[config.mk]
export PLATFORM = sky130hd
export DESIGN_NAME = control_ramp_bank
export DESIGN_NICKNAME = d
export VERILOG_FILES = /design/src/rtl/control_ramp_pkg.sv /design/src/rtl/ramp_step_calc.sv /design/src/rtl/control_ramp_bank.sv
export SDC_FILE = /design/constraint.sdc
export NUM_CORES = 1
export LEC_CHECK = 0
export CAP_MARGIN = 0
export CORE_MARGIN = 5
export CORE_UTILIZATION = 30
export DETAILED_ROUTE_END_ITERATION = 6
export SYNTH_ARGS = -nofsm -noshare
export SYNTH_HDL_FRONTEND = slang
export SYNTH_SLANG_ARGS = --single-unit
[constraint.sdc]
create_clock -name clk_sys -period 5.1 [get_ports clk_sys]
set_input_delay 1.02 -clock clk_sys [delete_from_list [all_inputs] [get_ports clk_sys]]
set_output_delay 1.02 -clock clk_sys [all_outputs]
set_load 0.02 [all_outputs]
[src/rtl/control_ramp_pkg.sv]
// Shared types and arithmetic helpers for the control ramp bank.
package control_ramp_pkg;

  // Per-channel behaviour when the digital inputs are released.
  typedef enum logic [1:0] {
    HOLD   = 2'd0,
    CENTRE = 2'd1,
    DECAY  = 2'd2,
    WRAP   = 2'd3
  } mode_t;

  typedef enum logic {
    IDLE = 1'b0,
    SCAN = 1'b1
  } fsm_t;

  // Last pressed direction; DirNone forces the next press to restart acceleration.
  typedef enum logic [1:0] {
    DirNone = 2'd0,
    DirUp   = 2'd1,
    DirDown = 2'd2
  } dir_t;

  function automatic int clamp_int(input int value, input int lo, input int hi);
    if (value < lo) return lo;
    if (value > hi) return hi;
    return value;
  endfunction

  // Move value by step toward target, landing exactly on it rather than overshooting.
  function automatic int approach(input int value, input int target, input int step);
    if (value > target) return ((value - step) < target) ? target : (value - step);
    if (value < target) return ((value + step) > target) ? target : (value + step);
    return value;
  endfunction

endpackage

[src/rtl/ramp_step_calc.sv]
// Combinational next value / acceleration for one channel; time-shared across the scan.
// With ANALOG_OVERRIDE_EN defined, an enabled analog input replaces the digital update.
module ramp_step_calc
  import control_ramp_pkg::*;
#(
  parameter int unsigned     W         = 8,
  parameter int unsigned     STEP      = 2,
  parameter int unsigned     ACCEL_MAX = 3,
  parameter int unsigned     AccW      = 2,
  parameter logic [W-1:0]    CENTER    = 8'h80,
  parameter logic [W-1:0]    VMIN      = 8'h00,
  parameter logic [W-1:0]    VMAX      = 8'hFF
) (
  input  mode_t             mode_i,
  input  logic              plus_i,
  input  logic              minus_i,
  input  logic [W-1:0]      value_i,
  input  logic [AccW-1:0]   acc_i,
  input  dir_t              last_i,
`ifdef ANALOG_OVERRIDE_EN
  input  logic [W-1:0]      ana_i,
  input  logic              ana_en_i,
`endif
  output logic [W-1:0]      value_o,
  output logic [AccW-1:0]   acc_o,
  output dir_t              last_o
);

  localparam int StepI   = int'(STEP);
  localparam int CenterI = int'(CENTER);
  localparam int VminI   = int'(VMIN);
  localparam int VmaxI   = int'(VMAX);

  dir_t          dir;
  logic          both;
  logic [W+1:0]  delta;
  int            cur;
  int            nxt;

  // Decode direction, update acceleration, then apply the mode rule.
  always_comb begin
    both = plus_i & minus_i;
    dir  = DirNone;
    if (plus_i && !minus_i) begin
      dir = DirUp;
    end else if (minus_i && !plus_i) begin
      dir = DirDown;
    end

    acc_o  = acc_i;
    last_o = last_i;
    if (dir != DirNone) begin
      if (dir != last_i) begin
        acc_o = '0;
      end else if (acc_i < AccW'(ACCEL_MAX)) begin
        acc_o = acc_i + AccW'(1);
      end
      last_o = dir;
    end else if (both) begin
      // Both pressed cancels acceleration; the next press starts from the base step.
      acc_o  = '0;
      last_o = DirNone;
    end

    delta = (W + 2)'(STEP) << acc_o;
    cur   = int'(value_i);
    nxt   = cur;
    if (dir != DirNone) begin
      if (mode_i == WRAP) begin
        nxt = (dir == DirUp) ? (cur + int'(delta)) : (cur - int'(delta));
      end else begin
        nxt = clamp_int((dir == DirUp) ? (cur + int'(delta)) : (cur - int'(delta)),
                        VminI, VmaxI);
      end
    end else begin
      unique case (mode_i)
        CENTRE:  if (!both) nxt = approach(cur, CenterI, StepI);
        DECAY:   nxt = approach(cur, VminI, StepI);
        default: nxt = cur;
      endcase
    end
    // Truncation gives the modulo-2^W behaviour WRAP relies on.
    value_o = W'(nxt);

`ifdef ANALOG_OVERRIDE_EN
    if (ana_en_i) begin
      value_o = W'(clamp_int(int'($signed(ana_i)) + CenterI, VminI, VmaxI));
      acc_o   = '0;
      last_o  = DirNone;
    end
`endif
  end

endmodule

[src/rtl/control_ramp_bank.sv]
// Multi-channel digital-to-analog control emulator: plus/minus pairs become W-bit positions.
// A strobe rise scans the channels one per cycle through a shared ramp_step_calc.
// Optional macro ANALOG_OVERRIDE_EN adds ana_i/ana_en for per-channel analog override.
module control_ramp_bank
  import control_ramp_pkg::*;
#(
  parameter int unsigned  CH        = 4,
  parameter int unsigned  W         = 8,
  parameter int unsigned  STEP      = 2,
  parameter int unsigned  ACCEL_MAX = 3,
  parameter logic [W-1:0] CENTER    = 8'h80,
  parameter logic [W-1:0] VMIN      = 8'h00,
  parameter logic [W-1:0] VMAX      = 8'hFF
) (
  input  logic              clk_sys,
  input  logic              RESET,
  input  logic              strobe,
  input  logic [2*CH-1:0]   mode_i,
  input  logic [CH-1:0]     plus_i,
  input  logic [CH-1:0]     minus_i,
`ifdef ANALOG_OVERRIDE_EN
  input  logic [W*CH-1:0]   ana_i,
  input  logic [CH-1:0]     ana_en,
`endif
  output logic [W*CH-1:0]   value_o,
  output logic              update_o,
  output logic              busy_o
);

  localparam int unsigned AccW = (ACCEL_MAX > 0) ? $clog2(ACCEL_MAX + 1) : 1;
  localparam int unsigned IdxW = (CH > 1) ? $clog2(CH) : 1;

  logic [2:0]              sync_q;
  logic                    rise;
  fsm_t                    state_q, state_d;
  logic [IdxW-1:0]         idx_q, idx_d;
  logic                    pending_q, pending_d;
  logic                    update_q, update_d;
  logic                    slot_we;

  logic [CH-1:0][1:0]      mode_arr;
  logic [CH-1:0][W-1:0]    value_q;
  logic [CH-1:0][AccW-1:0] acc_q;
  dir_t [CH-1:0]           last_q;

  logic [W-1:0]            calc_value;
  logic [AccW-1:0]         calc_acc;
  dir_t                    calc_last;

  assign mode_arr = mode_i;
  assign rise     = sync_q[1] & ~sync_q[2];

  // Strobe synchroniser and edge history; reset to ones so a strobe held high is not a rise.
  always_ff @(posedge clk_sys) begin
    if (RESET) begin
      sync_q <= '1;
    end else begin
      sync_q <= {sync_q[1:0], strobe};
    end
  end

  // Scan sequencing: start on rise or pending, one channel per cycle, pulse at the end.
  always_comb begin
    state_d   = state_q;
    idx_d     = idx_q;
    pending_d = pending_q;
    update_d  = 1'b0;
    slot_we   = 1'b0;
    unique case (state_q)
      IDLE: begin
        if (rise || pending_q) begin
          state_d   = SCAN;
          idx_d     = '0;
          pending_d = 1'b0;
        end
      end
      SCAN: begin
        slot_we = 1'b1;
        if (rise) pending_d = 1'b1;
        if (idx_q == IdxW'(CH - 1)) begin
          state_d  = IDLE;
          update_d = 1'b1;
        end else begin
          idx_d = idx_q + IdxW'(1);
        end
      end
      default: state_d = IDLE;
    endcase
  end

  // FSM state, scan index, pending flag and update pulse.
  always_ff @(posedge clk_sys) begin
    if (RESET) begin
      state_q   <= IDLE;
      idx_q     <= '0;
      pending_q <= 1'b0;
      update_q  <= 1'b0;
    end else begin
      state_q   <= state_d;
      idx_q     <= idx_d;
      pending_q <= pending_d;
      update_q  <= update_d;
    end
  end

  ramp_step_calc #(
    .W         (W),
    .STEP      (STEP),
    .ACCEL_MAX (ACCEL_MAX),
    .AccW      (AccW),
    .CENTER    (CENTER),
    .VMIN      (VMIN),
    .VMAX      (VMAX)
  ) u_calc (
    .mode_i   (mode_t'(mode_arr[idx_q])),
    .plus_i   (plus_i[idx_q]),
    .minus_i  (minus_i[idx_q]),
    .value_i  (value_q[idx_q]),
    .acc_i    (acc_q[idx_q]),
    .last_i   (last_q[idx_q]),
`ifdef ANALOG_OVERRIDE_EN
    .ana_i    (ana_i[W*idx_q +: W]),
    .ana_en_i (ana_en[idx_q]),
`endif
    .value_o  (calc_value),
    .acc_o    (calc_acc),
    .last_o   (calc_last)
  );

  // Per-channel state; reset value depends on the mode presented during reset.
  always_ff @(posedge clk_sys) begin
    if (RESET) begin
      for (int c = 0; c < int'(CH); c++) begin
        value_q[c] <= (mode_arr[c] == DECAY) ? VMIN : CENTER;
        acc_q[c]   <= '0;
        last_q[c]  <= DirNone;
      end
    end else if (slot_we) begin
      value_q[idx_q] <= calc_value;
      acc_q[idx_q]   <= calc_acc;
      last_q[idx_q]  <= calc_last;
    end
  end

  assign value_o  = value_q;
  assign update_o = update_q;
  assign busy_o   = (state_q == SCAN);

endmodule

==> impl_metrics.prom <==
# TYPE chip_impl_metric gauge
chip_impl_metric{name="gp_congestion",unit=""} 0.9385
chip_impl_metric{name="cap_violations",unit=""} 0
chip_impl_metric{name="synth_top_cell_area_share",unit="%"} 22.35
chip_impl_metric{name="synthDistinctLibCells",unit=""} 65
chip_impl_metric{name="number_of_cells_produced_by_synthesis",unit=""} 464
chip_impl_metric{name="numCtsBuffers",unit=""} 5
chip_impl_metric{name="antenna_found_initial",unit=""} 0
chip_impl_metric{name="worst_slew_pin_slew",unit="ns"} 0.7137
chip_impl_metric{name="synth-adder-area-share",unit="%"} 7.157
chip_impl_metric{name="synth_area",unit="um^2"} 4300
chip_impl_metric{name="skew_pair_late_insertion_delay",unit="ns"} 0.30
chip_impl_metric{name="via_per_inst",unit=""} 5.552
chip_impl_metric{name="postSynth.asyncResetShare",unit="%"} 0
chip_impl_metric{name="worstPathMaxFanout",unit=""} 7
chip_impl_info{name="largest_family_of_logic_cells_by_synthesized_area",value="compound AO/OA/AOI/OAI gates"} 1
chip_impl_metric{name="clk_pin_slew",unit="ns"} 0.07
chip_impl_metric{name="route.final.wire_length",unit="um"} 12990
chip_impl_metric{name="critical_path_arrival",unit="ns"} 5.11
chip_impl_metric{name="cp.required",unit="ns"} 5.27
chip_impl_metric{name="synth_edf_count",unit=""} 32
chip_impl_info{name="class_of_the_worst_hold_path",value="flop to flop"} 1
chip_impl_metric{name="grt_pass1_vias",unit=""} 3901
chip_impl_metric{name="timing.clock.skew",unit="ns"} 0.009608
chip_impl_metric{name="dr_total_vias",unit=""} 3903
chip_impl_info{name="ordered_list_of_cells_on_the_worst_path",value="clkdlybuf4s50_1, mux4_2, inv_1, ha_2, inv_1, xnor2_2, nor3_4, a22oi_2, buf_4, nand2b_1, ha_4, a2111oi_4, buf_4, o211ai_1, a211o_4, a21o_1, o21ai_1, a22o_1"} 1
chip_impl_metric{name="synth_fp_nets",unit=""} 507
chip_impl_metric{name="yosys_warnings",unit=""} 0
chip_impl_metric{name="final_period_minus_worst_setup_slack",unit="ns"} 4.935
chip_impl_metric{name="detail_route.drc_violations",unit=""} 0
chip_impl_info{name="timing.critical_path.from_type",value="primary input"} 1
chip_impl_metric{name="final_non_filler_cell_total",unit=""} 703
chip_impl_metric{name="synthesized_area_fraction_occupied_by_xor_and_xnor_cells",unit="%"} 1.629
chip_impl_metric{name="number_of_top_level_pins",unit=""} 53
chip_impl_metric{name="power.leakage",unit="nW"} 1.966
chip_impl_metric{name="grt_start_max_net_pins",unit=""} 58
chip_impl_metric{name="synth.ff_latch_count",unit=""} 56
chip_impl_metric{name="reg2reg_depth",unit=""} 16
chip_impl_metric{name="fin_total_pwr",unit="mW"} 1.589
chip_impl_metric{name="syn_avg_cell_area",unit="um^2"} 9.268
chip_impl_info{name="most-common-layout-cells",value="sky130_fd_sc_hd__nor2_1 (57), sky130_fd_sc_hd__clkdlybuf4s50_1 (51), sky130_fd_sc_hd__edfxtp_1 (32)"} 1
chip_impl_metric{name="finalCritPeriodShare",unit="%"} 96.77
chip_impl_metric{name="p_per_area",unit="nW/um^2"} 290.8
chip_impl_metric{name="fp.dieH",unit="um"} 129.7
chip_impl_info{name="yosys-top-cells-area",value="sky130_fd_sc_hd__edfxtp_1 (22%), sky130_fd_sc_hd__dfxtp_1 (11%), sky130_fd_sc_hd__mux4_2 (8.4%)"} 1
chip_impl_info{name="synth_top_flop_cell",value="sky130_fd_sc_hd__edfxtp_1"} 1
chip_impl_info{name="status",value="finished clean"} 1
chip_impl_metric{name="fin_hold_ws",unit="ns"} 0.4170
chip_impl_metric{name="route.antenna.remaining_nets",unit=""} 0
chip_impl_info{name="critical_path_class",value="primary input to flop"} 1
chip_impl_metric{name="num-fill-cells",unit=""} 1373
chip_impl_metric{name="critPathMaxStageDelay",unit="ns"} 0.50
chip_impl_metric{name="core.rowCount",unit=""} 43
chip_impl_info{name="post-synth-top-area-cell",value="sky130_fd_sc_hd__edfxtp_1"} 1
chip_impl_metric{name="grt_pass1_wl",unit="um"} 20480
chip_impl_metric{name="placed_cells",unit=""} 694
chip_impl_metric{name="detailed_place_hpwl",unit="um"} 9307
chip_impl_metric{name="drive_gt1_share",unit="%"} 18.93
chip_impl_metric{name="cts_sinks",unit=""} 56
chip_impl_metric{name="min_path_cells",unit=""} 1
chip_impl_metric{name="detail_route.wl_per_cell",unit="um"} 18.48
chip_impl_metric{name="clock.fmax",unit="MHz"} 202.6
chip_impl_metric{name="drt_iter0_drc",unit=""} 312
chip_impl_metric{name="grt_remaining_overflow",unit=""} 0
chip_impl_metric{name="area.growth.synth_to_final",unit="%"} 27.03
chip_impl_info{name="cts_tree",value="built"} 1
chip_impl_metric{name="finalSetupViolations",unit=""} 0
chip_impl_metric{name="synthMuxAreaShare",unit="%"} 11.61
chip_impl_metric{name="synthSimpleGateAreaFrac",unit="%"} 19.58
chip_impl_info{name="cts-root-buf",value="sky130_fd_sc_hd__clkbuf_16"} 1
chip_impl_metric{name="cts_max_level",unit=""} 2
chip_impl_metric{name="peakVddDrop",unit="mV"} 0.1743
chip_impl_info{name="crit_path_end_kind",value="flop"} 1
chip_impl_metric{name="hold_viol_final",unit=""} 0
chip_impl_metric{name="max_root_sink_buffers",unit=""} 2
chip_impl_metric{name="finalSetupTns",unit="ns"} 0
chip_impl_metric{name="finalNetCount",unit=""} 565
chip_impl_metric{name="worst_slew_margin_rel",unit="%"} 52.42
chip_impl_metric{name="sequential_to_total_area_share_from_yosys_stat",unit="%"} 33.52
chip_impl_info{name="mostFrequentLayoutCell",value="sky130_fd_sc_hd__nor2_1"} 1
chip_impl_metric{name="slew_violations",unit=""} 0
chip_impl_metric{name="detail_route.first_pass.iterations",unit=""} 5
chip_impl_metric{name="fraction_of_the_mapped_netlist_area_in_compound_gates",unit="%"} 21.24
chip_impl_metric{name="die_w",unit="um"} 129.7
chip_impl_metric{name="finish.utilization",unit="%"} 39.05
chip_impl_metric{name="place.port_buffers",unit=""} 52
chip_impl_metric{name="antenna-diode-count",unit=""} 0
chip_impl_info{name="slowest_library_cell_on_the_worst_path",value="sky130_fd_sc_hd__mux4_2"} 1
chip_impl_metric{name="placeableCoreArea",unit="um^2"} 13990
chip_impl_metric{name="die_footprint",unit="um^2"} 16830
chip_impl_metric{name="start_util",unit="%"} 30.74
chip_impl_metric{name="grt_usage",unit="%"} 15.36
worst paths after layout:
| path | from | to | slack, ns |
|---|---|---|---|
| hold / removal | sync_q[0] | sync_q[1] | 0.42 |
| hold reg to reg | sync_q[0] | sync_q[1] | 0.42 |
| setup reg to reg | idx_q[0] | value_o[27] | 0.67 |
| setup / recovery | minus_i[3] | value_o[27] | 0.16 |
flip-flops by register name (all words and copies together), names as in the netlist:
name       count
acc_q          8
busy_o         1
idx_q          2
last_q         8
pending_q      1
sync_q         3
update_o       1
value_o       32
cell families after synthesis:
| logic type | count (synthesis) |
|---|---|
| buffers and inverters | 56 |
| xor gates and xnor gates | 8 |
| AOI/OAI and AO/OA | 127 |
| muxes | 28 |
| adders and majority gates | 24 |
| and+or+nand+nor | 165 |
| DFF | 56 |
cell usage after synthesis (all sizes together) (10+ instances only):
cell,n
a211oi,25
nand3,10
edfxtp,32
dfxtp,24
clkbuf,23
a21oi,18
inv,26
a311oi,10
mux4,17
or2,10
o21ai,17
nor2,57
nand2,30
ha,23
routing by layer:
layer  vias up  global-route usage, %  routed length, um
li1       1859                      -                  -
met1      1920                  19.47               5677
met2       104                  26.69               6589
met3        20                  2.374                531
met4         0                  5.257                195
met5         -                      0                  0
where the power goes:
group          total, mW  switching [mW]  internal (mW)
sequential         0.542          0.0268          0.516
clock              0.343           0.162          0.181
combinational      0.703           0.400          0.303
stage by stage:
step	setup WS (ns)	instance area (um^2)
finish	0.1647	5463
global route	-0.01484	5463
CTS	0.04546	5265
detailed placement	-0.2655	5122
global placement	-0.1811	5122
floorplan	0.2083	4300
layout make-up:
class | count | area [um^2] | share of cell area [%]
multi-input combinational | 352 | 2823 | 51.67
sequential | 56 | 1441 | 26.39
clock buffer | 5 | 125.1 | 2.290
tap | 180 | 225.2 | 4.123
clock inverter | 3 | 17.52 | 0.3207
inverter | 26 | 97.59 | 1.787
timing repair buffer | 81 | 733.2 | 13.42
worst max-delay path, delay by kind of cell:
| kind | cells | cell delay, ns |
|---|---|---|
| and+or+nand+nor | 2 | 0.44 |
| muxes | 1 | 0.50 |
| buffers and inverters | 5 | 0.88 |
| xor gates and xnor gates | 1 | 0.15 |
| AOI/OAI and AO/OA | 7 | 1.68 |
| adders and majority gates | 2 | 0.42 |
what timing repair did:
action / 4_1_cts / 5_1_grt
setup buffers: 0 / 1
endpoints found under the setup margin: 0 / 32
gates resized for setup: 0 / 35
hold buffers: 0 / 0
Power figures use the tool's default switching activity.
